--- src/rtl/lru_matrix_mset_pkg.sv ---
// Shared defaults for the multi-set LRU matrix victim selector.
// Optional feature macro: LRU_WAY_LOCK_EN (adds lock_mask_i and victim_none_o reporting).
package lru_matrix_mset_pkg;
  localparam int DEF_NUM_SET   = 16;
  localparam int DEF_SET_DEPTH = 4;
  localparam int DEF_NUM_WAY   = 4;
  localparam int DEF_WAY_DEPTH = 2;
endpackage

--- src/rtl/lru_matrix_mset_if.sv ---
// Update/query/result bundle for lru_matrix_mset.
// Macro LRU_WAY_LOCK_EN adds the lock_mask_i signal.
interface lru_matrix_mset_if
  import lru_matrix_mset_pkg::*;
#(
  parameter int SET_DEPTH = DEF_SET_DEPTH,
  parameter int NUM_WAY   = DEF_NUM_WAY,
  parameter int WAY_DEPTH = DEF_WAY_DEPTH
);
  logic                 flush_i;
  logic                 update_entry_i;
  logic [SET_DEPTH-1:0] update_set_i;
  logic [WAY_DEPTH-1:0] update_index_i;
  logic                 query_valid_i;
  logic [SET_DEPTH-1:0] query_set_i;
  logic [NUM_WAY-1:0]   line_valid_i;
`ifdef LRU_WAY_LOCK_EN
  logic [NUM_WAY-1:0]   lock_mask_i;
`endif
  logic                 victim_valid_o;
  logic [WAY_DEPTH-1:0] lru_index_o;
  logic                 victim_invalid_o;
  logic                 victim_none_o;

  modport master (
    output flush_i, update_entry_i, update_set_i, update_index_i,
    output query_valid_i, query_set_i, line_valid_i,
`ifdef LRU_WAY_LOCK_EN
    output lock_mask_i,
`endif
    input  victim_valid_o, lru_index_o, victim_invalid_o, victim_none_o
  );

  modport slave (
    input  flush_i, update_entry_i, update_set_i, update_index_i,
    input  query_valid_i, query_set_i, line_valid_i,
`ifdef LRU_WAY_LOCK_EN
    input  lock_mask_i,
`endif
    output victim_valid_o, lru_index_o, victim_invalid_o, victim_none_o
  );
endinterface

--- src/rtl/lru_matrix_mset_set.sv ---
// Building blocks: one set's LRU matrix (lru_matrix_set), a lowest-index
// fixed-priority arbiter (fixed_pri_arb) and a one-hot to binary encoder (one2bin).
module lru_matrix_set #(
  parameter int NUM_WAY   = 4,
  parameter int WAY_DEPTH = 2
) (
  input  logic                              clk,
  input  logic                              rst_n,
  input  logic                              flush_i,
  input  logic                              update_i,
  input  logic [WAY_DEPTH-1:0]              update_index_i,
  output logic [NUM_WAY-1:0][NUM_WAY-1:0]   matrix_o
);
  logic [NUM_WAY-1:0][NUM_WAY-1:0] mat_q, mat_d;

  // Next matrix: flush clears everything; an update sets the row, then clears the column.
  always_comb begin
    mat_d = mat_q;
    if (flush_i) begin
      mat_d = '0;
    end else if (update_i) begin
      for (int j = 0; j < NUM_WAY; j++) begin
        for (int k = 0; k < NUM_WAY; k++) begin
          if (k == int'(update_index_i))      mat_d[j][k] = 1'b0;
          else if (j == int'(update_index_i)) mat_d[j][k] = 1'b1;
        end
      end
    end
  end

  // Matrix storage.
  always_ff @(posedge clk or negedge rst_n) begin
    if (!rst_n) mat_q <= '0;
    else        mat_q <= mat_d;
  end

  assign matrix_o = mat_q;
endmodule

module fixed_pri_arb #(
  parameter int N = 4
) (
  input  logic [N-1:0] req_i,
  output logic [N-1:0] gnt_o
);
  // Isolate the lowest set bit.
  assign gnt_o = req_i & (~req_i + N'(1));
endmodule

module one2bin #(
  parameter int N = 4,
  parameter int W = 2
) (
  input  logic [N-1:0] onehot_i,
  output logic [W-1:0] bin_o
);
  // OR together the indices of all set bits (exactly one expected).
  always_comb begin
    bin_o = '0;
    for (int i = 0; i < N; i++) begin
      if (onehot_i[i]) bin_o = bin_o | W'(i);
    end
  end
endmodule

--- src/rtl/lru_matrix_mset.sv ---
// Multi-set matrix-LRU victim selector with one-cycle registered results.
// Macro LRU_WAY_LOCK_EN enables per-way locking via lock_mask_i and victim_none_o.
module lru_matrix_mset
  import lru_matrix_mset_pkg::*;
#(
  parameter int NUM_SET   = DEF_NUM_SET,
  parameter int SET_DEPTH = DEF_SET_DEPTH,
  parameter int NUM_WAY   = DEF_NUM_WAY,
  parameter int WAY_DEPTH = DEF_WAY_DEPTH
) (
  input  logic               clk,
  input  logic               rst_n,
  lru_matrix_mset_if.slave   bus
);
  logic [NUM_WAY-1:0][NUM_WAY-1:0] all_mat [NUM_SET];
  logic [NUM_WAY-1:0][NUM_WAY-1:0] q_mat;
  logic [NUM_WAY-1:0]              elig;
  logic [NUM_WAY-1:0]              inv_req, inv_gnt, lru_req, lru_gnt;
  logic [WAY_DEPTH-1:0]            inv_bin, lru_bin, idx_d, idx_q;
  logic                            inv_d, inv_q, valid_q;

  genvar gi;
  generate
    for (gi = 0; gi < NUM_SET; gi++) begin : g_set
      lru_matrix_set #(.NUM_WAY(NUM_WAY), .WAY_DEPTH(WAY_DEPTH)) u_set (
        .clk            (clk),
        .rst_n          (rst_n),
        .flush_i        (bus.flush_i),
        .update_i       (bus.update_entry_i && (bus.update_set_i == SET_DEPTH'(gi))),
        .update_index_i (bus.update_index_i),
        .matrix_o       (all_mat[gi])
      );
    end
  endgenerate

  // Queries read registered matrix state, so same-cycle updates/flushes are not seen.
  assign q_mat = all_mat[bus.query_set_i];

`ifdef LRU_WAY_LOCK_EN
  assign elig = ~bus.lock_mask_i;
`else
  assign elig = '1;
`endif

  assign inv_req = elig & ~bus.line_valid_i;

  // A way is LRU among the eligible ways when it is more recent than none of them.
  generate
    for (gi = 0; gi < NUM_WAY; gi++) begin : g_lru
      assign lru_req[gi] = elig[gi] && ((q_mat[gi] & elig) == '0);
    end
  endgenerate

  fixed_pri_arb #(.N(NUM_WAY)) u_arb_inv (.req_i(inv_req), .gnt_o(inv_gnt));
  fixed_pri_arb #(.N(NUM_WAY)) u_arb_lru (.req_i(lru_req), .gnt_o(lru_gnt));
  one2bin #(.N(NUM_WAY), .W(WAY_DEPTH)) u_bin_inv (.onehot_i(inv_gnt), .bin_o(inv_bin));
  one2bin #(.N(NUM_WAY), .W(WAY_DEPTH)) u_bin_lru (.onehot_i(lru_gnt), .bin_o(lru_bin));

  // Empty ways take precedence over the LRU way; no eligible way yields index 0.
  assign inv_d = |inv_req;
  assign idx_d = inv_d ? inv_bin : lru_bin;

  // Result registers: the valid pulse tracks the query, payload holds between queries.
  always_ff @(posedge clk or negedge rst_n) begin
    if (!rst_n) begin
      valid_q <= 1'b0;
      idx_q   <= '0;
      inv_q   <= 1'b0;
    end else begin
      valid_q <= bus.query_valid_i;
      if (bus.query_valid_i) begin
        idx_q <= idx_d;
        inv_q <= inv_d;
      end
    end
  end

`ifdef LRU_WAY_LOCK_EN
  logic none_q;

  // No-eligible-way flag, held like the rest of the payload.
  always_ff @(posedge clk or negedge rst_n) begin
    if (!rst_n)                 none_q <= 1'b0;
    else if (bus.query_valid_i) none_q <= ~|elig;
  end

  assign bus.victim_none_o = none_q;
`else
  assign bus.victim_none_o = 1'b0;
`endif

  assign bus.victim_valid_o   = valid_q;
  assign bus.lru_index_o      = idx_q;
  assign bus.victim_invalid_o = inv_q;
endmodule
--- src/flat_wrapper.sv ---
// flat-port wrapper written by rule: the top's interface ports become plain ports
module lru_matrix_mset_flat import lru_matrix_mset_pkg::*;
#(
  parameter int NUM_SET   = DEF_NUM_SET,
  parameter int SET_DEPTH = DEF_SET_DEPTH,
  parameter int NUM_WAY   = DEF_NUM_WAY,
  parameter int WAY_DEPTH = DEF_WAY_DEPTH
)
  (clk, rst_n, bus_flush_i, bus_update_entry_i, bus_update_set_i, bus_update_index_i, bus_query_valid_i, bus_query_set_i, bus_line_valid_i, bus_victim_valid_o, bus_lru_index_o, bus_victim_invalid_o, bus_victim_none_o);
  lru_matrix_mset_if #(.SET_DEPTH(SET_DEPTH), .NUM_WAY(NUM_WAY), .WAY_DEPTH(WAY_DEPTH)) bus_i ();
  input  logic clk;
  input  logic rst_n;
  input wire logic [$bits(bus_i.flush_i)-1:0] bus_flush_i;
  input wire logic [$bits(bus_i.update_entry_i)-1:0] bus_update_entry_i;
  input wire logic [$bits(bus_i.update_set_i)-1:0] bus_update_set_i;
  input wire logic [$bits(bus_i.update_index_i)-1:0] bus_update_index_i;
  input wire logic [$bits(bus_i.query_valid_i)-1:0] bus_query_valid_i;
  input wire logic [$bits(bus_i.query_set_i)-1:0] bus_query_set_i;
  input wire logic [$bits(bus_i.line_valid_i)-1:0] bus_line_valid_i;
  output wire logic [$bits(bus_i.victim_valid_o)-1:0] bus_victim_valid_o;
  output wire logic [$bits(bus_i.lru_index_o)-1:0] bus_lru_index_o;
  output wire logic [$bits(bus_i.victim_invalid_o)-1:0] bus_victim_invalid_o;
  output wire logic [$bits(bus_i.victim_none_o)-1:0] bus_victim_none_o;
  assign bus_i.flush_i = bus_flush_i;
  assign bus_i.update_entry_i = bus_update_entry_i;
  assign bus_i.update_set_i = bus_update_set_i;
  assign bus_i.update_index_i = bus_update_index_i;
  assign bus_i.query_valid_i = bus_query_valid_i;
  assign bus_i.query_set_i = bus_query_set_i;
  assign bus_i.line_valid_i = bus_line_valid_i;
  assign bus_victim_valid_o = bus_i.victim_valid_o;
  assign bus_lru_index_o = bus_i.lru_index_o;
  assign bus_victim_invalid_o = bus_i.victim_invalid_o;
  assign bus_victim_none_o = bus_i.victim_none_o;
  lru_matrix_mset #(.NUM_SET(NUM_SET), .SET_DEPTH(SET_DEPTH), .NUM_WAY(NUM_WAY), .WAY_DEPTH(WAY_DEPTH)) u_core (.clk(clk), .rst_n(rst_n), .bus(bus_i));
endmodule
--- config.mk ---
export PLATFORM = sky130hd
export DESIGN_NAME = lru_matrix_mset_flat
export DESIGN_NICKNAME = d
export VERILOG_FILES = /design/src/rtl/lru_matrix_mset_pkg.sv /design/src/rtl/lru_matrix_mset_if.sv /design/src/rtl/lru_matrix_mset_set.sv /design/src/rtl/lru_matrix_mset.sv /design/src/flat_wrapper.sv
export SDC_FILE = /design/constraint.sdc
export NUM_CORES = 1
export LEC_CHECK = 0
export CORE_MARGIN = 1
export CORE_UTILIZATION = 48
export CTS_CLUSTER_SIZE = 20
export DETAILED_ROUTE_END_ITERATION = 10
export SYNTH_ARGS = -nofsm -noshare
export SYNTH_HDL_FRONTEND = slang
export SYNTH_SLANG_ARGS = --single-unit
--- constraint.sdc ---
create_clock -name clk -period 5.79 [get_ports clk]
set_clock_uncertainty 0.15 [all_clocks]
set_input_delay 0.579 -clock clk [delete_from_list [all_inputs] [get_ports clk]]
set_output_delay 0.579 -clock clk [all_outputs]
set_load 0.01 [all_outputs]
Yosys cells after proc, flatten, opt, wreduce, memory -nomap -nowiden
Cells that the tools add are included.

Word-level logic and storage cells: 557. Memories: 0. Register bits: 260. Bits in writable memories: 0. Input bits: 19. Latch bits: 0. Output and inout bits: 5. Memory bits (read-only): 0.

Shift operators: 0. Divide/modulo/power cells: 0. Add/subtract/negate cells: 2. Reductions and logical operators: 209. $mul: 0. Muxes and demuxes: 62. Magnitude comparators: 1. Bitwise logic cells: 6. Equal/unequal tests: 18.

Operator list (number): $mux 16 (34); $reduce_and 2->1 (160); $bmux 16 s4 (1); $reduce_bool 2->1 (20); $eq 4x4->1 const B (8); $mux 1 (22); $logic_not 4->1 (5); $reduce_bool 3->1 (6); $eq 4x3->1 const B (4); $logic_and 1x1->1 (16); $not 4->4 (3); $mux 2 (5); $add 4x1->4 const B (2); $and 4x4->4 (2); $eq 4x2->1 const B (2); $ge 5x5->1 const B (1); $not 4->5 (1); $eq 2x2->1 const A (2); $eq 4x1->1 const B (1); $reduce_or 4->1 (1); $eq 1x2->1 const A (1); $logic_not 2->1 (1).

Logic depth before layout (Yosys ltp)
Gate-level depths: netlist of the first run.

Depth in word-level cells: 12. Depth in mapped cells: 9. Gate-level depth less buffers: 6.

Hierarchy
From an unflattened synthesis of the first run, not the netlist that was laid out.

Cell total of the unflattened synthesis: 1108. Area, all modules: 11569.8 sq um.

By module, submodules not included: lru_matrix_set at u_core.g_set[0].u_set ... (sequential area each 300.3 sq um, area each 638.1 sq um, times used 15, cells an instance 56); lru_matrix_mset (sequential area each 100.1 sq um, area each 1244.9 sq um, times used 1, cells an instance 200); lru_matrix_set at u_core.g_set[1].u_set (sequential area each 300.3 sq um, area each 655.6 sq um, times used 1, cells an instance 56); fixed_pri_arb (sequential area each 0.0 sq um, area each 36.3 sq um, times used 2, cells an instance 4); one2bin (sequential area each 0.0 sq um, area each 12.5 sq um, times used 2, cells an instance 2).

Worst setup path before layout of the first run
Ideal clock, no wire load.

Kind: input to register. From: input bus_query_set_i[1]. To: register u_core.idx_q[1] (netlist: u_core.bus.lru_index_o[1]). Setup slack: 3.383 ns. Cell stages on the path: 9. Required time: 5.546 ns. Path buffers: 3. Setup time: 0.094 ns. Arrival: 2.164 ns. Cells stage by stage: buf_4 -> buf_6 -> buf_2 -> nor4_1 -> a21oi_1 -> mux4_2 -> mux2i_1 -> nor2_1 -> a221oi_2.

Cells in the longest elaborated chain, start to end: 11. Elaborated cells on any way between the ends: 14. Classes of those cells: add/sub: 1; mux: 6; bitwise: 3; reduce/logical: 4.

RTL lines: start: declaration (line flat_wrapper.sv:18) `input wire logic [$bits(bus_i.query_set_i)-1:0] bus_query_set_i;`; $not 4->5 (implied by the code) (*) (line lru_matrix_mset.sv:37) `assign q_mat = all_mat[bus.query_set_i];`; $bmux 16 s4 (*) (line lru_matrix_mset.sv:37); $mux 16 (implied by the code) (*) (2 in a row) (line lru_matrix_mset.sv:37); $logic_not 4->1 (line lru_matrix_mset.sv:50) `assign lru_req[gi] = elig[gi] && ((q_mat[gi] & elig) == '0);`; $not 4->4 (line lru_matrix_mset_set.sv:47) `assign gnt_o = req_i & (~req_i + N'(1));`; $add 4x1->4 (line lru_matrix_mset_set.sv:47); $and 4x4->4 (*) (line lru_matrix_mset_set.sv:47); $mux 2 (line lru_matrix_mset_set.sv:61) `if (onehot_i[i]) bin_o = bin_o | W'(i);`; $mux 2 (*) (line lru_matrix_mset_set.sv:61); $mux 2 (*) (line lru_matrix_mset.sv:61) `assign idx_d = inv_d ? inv_bin : lru_bin;`; end signal: assignment (line lru_matrix_mset.sv:72) `idx_q <= idx_d;`; end: declaration (line lru_matrix_mset.sv:19) `logic [WAY_DEPTH-1:0] inv_bin, lru_bin, idx_d, idx_q;`.

Every way passes the cells marked *; elsewhere a longest branch is shown, timed or not. The select of a mux whose other input is x is not followed. A chain may end at the register's enable or synchronous reset.

Worst setup path in the final report of the first run
From: input bus_update_set_i[2]. To: register u_core.g_set[1].u_set.mat_q (netlist bit u_core.g_set[1].u_set.matrix_o[12]).

Cells in the longest elaborated chain, start to end: 4.

RTL lines: start: declaration (line flat_wrapper.sv:15) `input wire logic [$bits(bus_i.update_set_i)-1:0] bus_update_set_i;`; $eq 4x1->1 (line lru_matrix_mset.sv:29) `.update_i (bus.update_entry_i && (bus.update_set_i == SET_DEPTH'(gi))),`; $logic_and 1x1->1 (line lru_matrix_mset.sv:29); $reduce_bool 2->1 (no source line); $reduce_and 2->1 (no source line); end signal: assignment (line lru_matrix_mset_set.sv:34) `else mat_q <= mat_d;`; end: declaration (line lru_matrix_mset_set.sv:14) `logic [NUM_WAY-1:0][NUM_WAY-1:0] mat_q, mat_d;`.

No other way between the ends.

==> qor.csv, run 1 <==
stage,metric,value,unit
placed_design,io_buffer_count,22,
routing,routed_via_density,6.352,
worst_setup_path,cpMaxStageDelayCell,a21oi_1,
floorplan,io_pins,24,
synth,synth_cell_types,35,
synth,syn_area_per_cell,11.33,sq um
final_layout,synthToLayoutAreaGrowth,13.25,%
worst_setup_path,worstReg2RegEnd,u_core.bus.lru_index_o[0],
clock_tree,htreeDepth,4,
worst_setup_path,critical-path-top-delay-family,compound AO/OA/AOI/OAI gates,
worst_setup_path,crit_chain,clkdlybuf4s50_1 > nor2_1 > a21oi_1 > nor2_1 > o22a_1,
synth,synth_area,0.008313,sq mm
worst_setup_path,r2r_setup_slack,3340,ps
timing,max_freq,0.3603,GHz
final_layout,finalNonFillerCells,976,
clock_tree,cts.sinks,196,
synth,synthCells,734,
routing,vias,6200,
power_and_ir_drop,power,3.308,mW
global_route,grt_pass1_vias,6376,
routing,drc,0,
global_route,antenna_found_initial,0,
worst_setup_path,cp.required,5960,ps
clock_tree,postCtsSetupRepairBufs,0,
routing,ant_nets,0,
global_route,grt.total_usage,0.2712,
floorplan,coreArea,0.01676,sq mm
floorplan,die_h,133.6,um
final_layout,layout_common_cells,"dfrtp_1, o22a_1, nor2_1",
power_and_ir_drop,power_density,351.4,mW/mm^2
worst_setup_path,arrival,2940,ps
global_route,grt_pass1_wl,36200,um
final_layout,fin_nets,762,
job,drv_cap,0,
global_route,grt_max_degree,73,
power_and_ir_drop,leakage,4.062,nW
synth,synth_warnings,0,
timing,period_share,0.4794,
timing,hold_viol,0,
worst_setup_path,crit_type,in2reg,
worst_setup_path,critPathCaptureType,flop,
clock_tree,cts_tree,done,
placed_design,placed_area,0.008811,sq mm
power_and_ir_drop,ir_drop,0.2274,mV
routing,first_iter_violations,484,
routing,route.detailed.wl_per_inst,22.67,um
final_layout,fin_area,0.009414,sq mm
final_layout,antennaDiodeCount,0,
worst_setup_path,crit_buf_inv,1,
timing,maxSlewViolCount,0,
timing,fin_crit,2776,ps
worst_setup_path,cp_common_cell,nor2_1,
floorplan,start_util,0.4960,
timing,worst_pin_slew,1274,ps
floorplan,die_w,133.6,um
synth,synth_nets,753,
final_layout,final_common_cell,dfrtp_1,
worst_setup_path,start_kind,input port,
worst_setup_path,r2r-start,u_core.g_set[8].u_set.matrix_o[8],
timing,rsz0062_at_grt,no,
clock_tree,clk_path_buf_depth,2,
routing,dr.pass1.iters,5,
final_layout,final_core_util,0.5617,
timing,relSlewSlack,0.1503,
worst_setup_path,critPathMaxFanout,18,
synth,synth_seq_area_share,0.5900,
clock_tree,cts_buffers,17,
placed_design,gp_congestion,0.8064,
clock_tree,cts-root-buf,clkbuf_16,
placed_design,place_inst,944,
final_layout,drive_gt1_frac,0.1071,
clock_tree,holdBufCountCts,0,
hold_path,hold_class,in2async,
clock_tree,path_clk_slew,70,ps
clock_tree,cts_resized,0,
placed_design,dp_hpwl,14380,um
worst_setup_path,reg2regPathDepth,6,
floorplan,rows,47,
floorplan,die_area,0.01785,sq mm
timing,setup_viol,0,
run_status,status,"complete, no violations",
synth,ys_ff_latch,196,
timing,final.setup.tns,0,ps
clock_tree,clock_latency,440,ps
global_route,gr-total-overflow,0,
worst_setup_path,max_stage_delay,1010,ps
routing,wl,22130,um
synth_stat cells, drive strengths merged:
library cell    n  share of area
a221oi          1         0.0018
a31oi          10         0.0075
xnor2           1         0.0011
a41oi           2         0.0021
nor3           34          0.020
nor4           26          0.020
buf            10         0.0077
and3            1        0.00075
mux4            9          0.024
nor2          142          0.064
conb            1        0.00045
or2             3         0.0023
mux2i           3         0.0036
o211ai          1        0.00090
a21oi          39          0.023
inv             4         0.0018
nor2b           7         0.0053
dfrtp         196           0.59
clkbuf         50          0.023
or3             6         0.0051
o2111a          1         0.0014
a41o            1         0.0012
nor4b           2         0.0021
nand2b          1        0.00075
o22a          176           0.19
nand2           2        0.00090
o21ai           3         0.0018
nand3           1        0.00060
and2            1        0.00075
power by group:
group          leakage (nW)  switching (mW)  internal [mW]
registers              2.34           0.103           1.54
logic                  1.42           0.262          0.209
clock network         0.300           0.513          0.683
worst max path at each step:
| stage | start | end | slack [ps] | cells after the start |
|---|---|---|---|---|
| 2_1_floorplan | bus_query_set_i[1] | u_core.bus.lru_index_o[1] | 3380 | 9 |
| 3_3_place_gp | bus_update_index_i[1] | u_core.g_set[1].u_set.matrix_o[1] | 2580 | 6 |
| 3_5_place_dp | bus_update_index_i[1] | u_core.g_set[1].u_set.matrix_o[1] | 2540 | 6 |
| 4_1_cts | bus_update_index_i[1] | u_core.g_set[1].u_set.matrix_o[1] | 2990 | 6 |
| 5_1_grt | bus_update_set_i[2] | u_core.g_set[1].u_set.matrix_o[12] | 2830 | 5 |
| 6_report | bus_update_set_i[2] | u_core.g_set[1].u_set.matrix_o[12] | 3010 | 5 |
kinds of logic (layout without fill, tap and decap cells):
family / count (synthesis) / count (layout) / share of synthesized area
AOI/OAI and AO/OA: 234 / 234 / 0.2258
and+or+nand+nor: 226 / 226 / 0.1227
buffers and inverters: 64 / 86 / 0.03206
muxes: 12 / 12 / 0.02799
xor gates and xnor gates: 1 / 1 / 0.001054
other: 1 / 1 / 0.0004511
DFF: 196 / 196 / 0.5900
metrics by stage:
step / worst slack (ps) / hold slack, ps
global placement: 2581 / 313.9
CTS: 2993 / 17.30
finish: 3014 / 3.094
detailed placement: 2543 / 321.2
floorplan: 3383 / 133.4
global route: 2826 / 25.75
area by class of cell:
type | instances | area [sq um]
inverters | 4 | 15.01
repair buffers | 50 | 429.2
flip-flops and latches | 196 | 4905
clock buffers | 21 | 480.5
well taps | 220 | 275.3
fillers | 1415 | 7346
clock inverters | 11 | 122.6
multi-input cells | 474 | 3187
worst register-to-register path, cell delays in order (launching register included):
cell      delay (ps)
dfrtp_1          390
or3_1            430
mux4_2           470
o2111a_1         250
or3_4            390
a21oi_1          170
o21ai_1           80
flip-flops by register name (all words and copies together), names as in the netlist:
name                         cells
u_core.bus.victim_invalid_o      1
u_core.bus.lru_index_o           2
u_core.g_set.u_set.matrix_o    192
u_core.bus.victim_valid_o        1
routing by layer:
metal	global-route usage	routed length, um	vias up
li1	-	-	2782
met1	0.3859	10310	3213
met2	0.4146	10260	172
met3	0.05784	1080	33
met4	0.08965	482	0
met5	0	0	-
Note: power is estimated with default switching activity, not from simulation.
==> run 2: changes to the inputs <==
--- a/config.mk
+++ b/config.mk
@@ -9,6 +9,7 @@
 export CORE_UTILIZATION = 48
 export CTS_CLUSTER_SIZE = 20
 export DETAILED_ROUTE_END_ITERATION = 10
+export PLACE_DENSITY = 0.67
 export SYNTH_ARGS = -nofsm -noshare
 export SYNTH_HDL_FRONTEND = slang
 export SYNTH_SLANG_ARGS = --single-unit
==> constraint.sdc (replaced) <==
create_clock -name clk -period 2.5 [get_ports clk]
set_clock_uncertainty 0.15 [all_clocks]
set_input_delay 0.25 -clock clk [delete_from_list [all_inputs] [get_ports clk]]
set_output_delay 0.25 -clock clk [all_outputs]
set_load 0.01 [all_outputs]
==> run 2 against run 1 <==
- combinational power rose by 140%
- register-to-register slack got worse by 3300 ps
- flip-flop and latch count did not move
- core utilization rose by 1.4 points
- critical endpoint is now u_core.bus.lru_index_o[0]
- clock power rose to 2.5 times the previous value
- count of clock-buffer cells in the layout fell by 3
- die area did not move
- global-route usage fell by 1.1 points
- critical path type is now reg2reg
- hold slack improved by 230 ps
- design area rose by 2.5%
==> qor.csv, run 2 (same netlist as run 1, synthesis figures left out) <==
stage,metric,value,unit
run_status,status,"complete, no violations",
routing,first_iter_violations,702,
timing,hold_viol,0,
placed_design,dp_hpwl,13960,um
global_route,grt_pass1_vias,6408,
placed_design,place_inst,961,
job,drv_cap,0,
power_and_ir_drop,p_int,5.888,mW
timing,max_freq,0.4147,GHz
hold_path,hold_class,in2async,
floorplan,die_w,133.6,um
floorplan,rows,47,
global_route,grt.total_usage,0.2599,
worst_setup_path,critical-path-top-delay-family,simple AND/OR/NAND/NOR gates,
clock_tree,path_clk_slew,70,ps
final_layout,fin_nets,780,
timing,worst_pin_slew,1270,ps
clock_tree,clock_latency,440,ps
global_route,grt_max_degree,77,
global_route,antenna_found_initial,0,
timing,maxSlewViolCount,0,
power_and_ir_drop,leakage,4.189,nW
timing,relSlewSlack,0.1535,
routing,vias,6308,
routing,dr.pass1.iters,5,
routing,routed_via_density,6.346,
clock_tree,cts-root-buf,clkbuf_16,
worst_setup_path,start_kind,flop,
power_and_ir_drop,p_seq_frac,0.478,
final_layout,final_common_cell,dfrtp_1,
worst_setup_path,critPathCaptureType,flop,
power_and_ir_drop,p_sw,2.057,mW
floorplan,coreArea,0.01676,sq mm
routing,ant_nets,0,
clock_tree,cts_tree,done,
timing,final.setup.tns,0,ps
clock_tree,clk_path_buf_depth,2,
worst_setup_path,crit_type,reg2reg,
power_and_ir_drop,switching_share,0.2589,
placed_design,io_buffer_count,22,
worst_setup_path,arrival,2580,ps
routing,wl,21410,um
floorplan,die_area,0.01785,sq mm
placed_design,gp_congestion,0.8098,
final_layout,layout_common_cells,"dfrtp_1, o22a_1, nor2_1",
final_layout,largest_register_ffs,192,
routing,drc,0,
clock_tree,postCtsSetupRepairBufs,0,
final_layout,finalNonFillerCells,994,
final_layout,drive_gt1_frac,0.1279,
global_route,gr-total-overflow,0,
power_and_ir_drop,ir_drop,0.5264,mV
floorplan,start_util,0.4960,
worst_setup_path,crit_chain,or3_1 > mux4_2 > o2111a_1 > or3_4 > a21oi_2 > o21ai_1,
timing,fin_crit,2411,ps
worst_setup_path,crit_buf_inv,0,
clock_tree,cts_buffers,17,
global_route,grt_pass1_wl,34890,um
worst_setup_path,cp.required,2670,ps
worst_setup_path,cpMaxStageDelayCell,mux4_2,
timing,setup_viol,0,
timing,rsz0062_at_grt,no,
floorplan,io_pins,24,
floorplan,die_h,133.6,um
worst_setup_path,max_stage_delay,490,ps
clock_tree,htreeDepth,4,
timing,period_share,0.9645,
power_and_ir_drop,power_density,823.2,mW/mm^2
power_and_ir_drop,p_comb_frac,0.141,
worst_setup_path,critPathMaxFanout,2,
clock_tree,cts.sinks,196,
final_layout,synthToLayoutAreaGrowth,16.09,%
power_and_ir_drop,p_clk_frac,0.381,
routing,route.detailed.wl_per_inst,21.54,um
final_layout,antennaDiodeCount,0,
[run 2: cell types whose count changed in the layout (fill, tap and decap cells not counted)]
cell | previous run | this run
a21oi_1 | 35 | 34
bufinv_16 | 2 | 5
a21oi_2 | 0 | 1
inv_6 | 2 | 4
clkinv_2 | 4 | 2
buf_4 | 28 | 42
buf_12 | 0 | 3
clkinv_4 | 2 | 3
clkinvlp_4 | 1 | 0
dlygate4sd3_1 | 0 | 1
clkbuf_8 | 5 | 2
[run 2: per-layer routing]
metal | wire (um) | part of all wire | global-route usage
met5 | 0 | 0 | 0
met4 | 565 | 0.026 | 0.08965
met3 | 1261 | 0.059 | 0.05251
met2 | 10320 | 0.48 | 0.4117
met1 | 9267 | 0.43 | 0.3579
[run 2: repair_timing]
| action | 4_1_cts | 5_1_grt |
|---|---|---|
| hold buffers | 1 | 0 |
| gates resized for setup | 0 | 1 |
| setup endpoints to repair | 0 | 1 |
| hold endpoints to repair | 68 | 0 |
[run 2: power by group through the flow]
stage	Sequential (mW)	Combinational [mW]	Clock (mW)
2_1_floorplan	3.78	0.738	0
3_3_place_gp	3.83	1.08	0
3_5_place_dp	3.85	1.12	0
4_1_cts	3.79	1.13	3.06
5_1_grt	3.84	1.23	3.19
6_report	3.80	1.12	3.03
[run 2: worst paths after layout]
| path | from | end | slack [ps] | cells after the start |
|---|---|---|---|---|
| min | rst_n | u_core.g_set[7].u_set.matrix_o[1] | 240 | 2 |
| max | u_core.g_set[10].u_set.matrix_o[8] | u_core.bus.lru_index_o[0] | 90 | 6 |
| max in group asynchronous | rst_n | u_core.g_set[0].u_set.matrix_o[12] | 1170 | 3 |
| min in group clk | bus_query_valid_i | u_core.bus.victim_valid_o | 290 | 1 |
| max reg2reg | u_core.g_set[10].u_set.matrix_o[8] | u_core.bus.lru_index_o[0] | 90 | 6 |
| min reg2reg | u_core.g_set[13].u_set.matrix_o[12] | u_core.g_set[13].u_set.matrix_o[12] | 340 | 1 |
[run 2: area by class of cell]
cell class / instances / area (sq um)
clock buffer: 18 / 439.2
clock inverter: 14 / 221.5
fill: 1365 / 7109
inverter: 4 / 15.01
multi-input combinational: 474 / 3191
sequential: 196 / 4905
tap: 220 / 275.3
timing repair buffer: 68 / 604.3
[run 2: per-stage QoR]
stage | util | worst slack, ps | total power [mW] | cell area (sq um) | hold slack (ps)
4_1_cts | 0.5756 | 47.02 | 7.981 | 9647 | 255.2
6_report | 0.5758 | 88.81 | 7.944 | 9651 | 235.2
2_1_floorplan | - | 259.9 | 4.514 | 8313 | -195.6
5_1_grt | 0.5758 | 17.82 | 8.262 | 9651 | 278.5
3_3_place_gp | 0.5356 | -4.968 | 4.909 | 8976 | 137.8
3_5_place_dp | 0.5356 | -104.7 | 4.967 | 8976 | 150.0
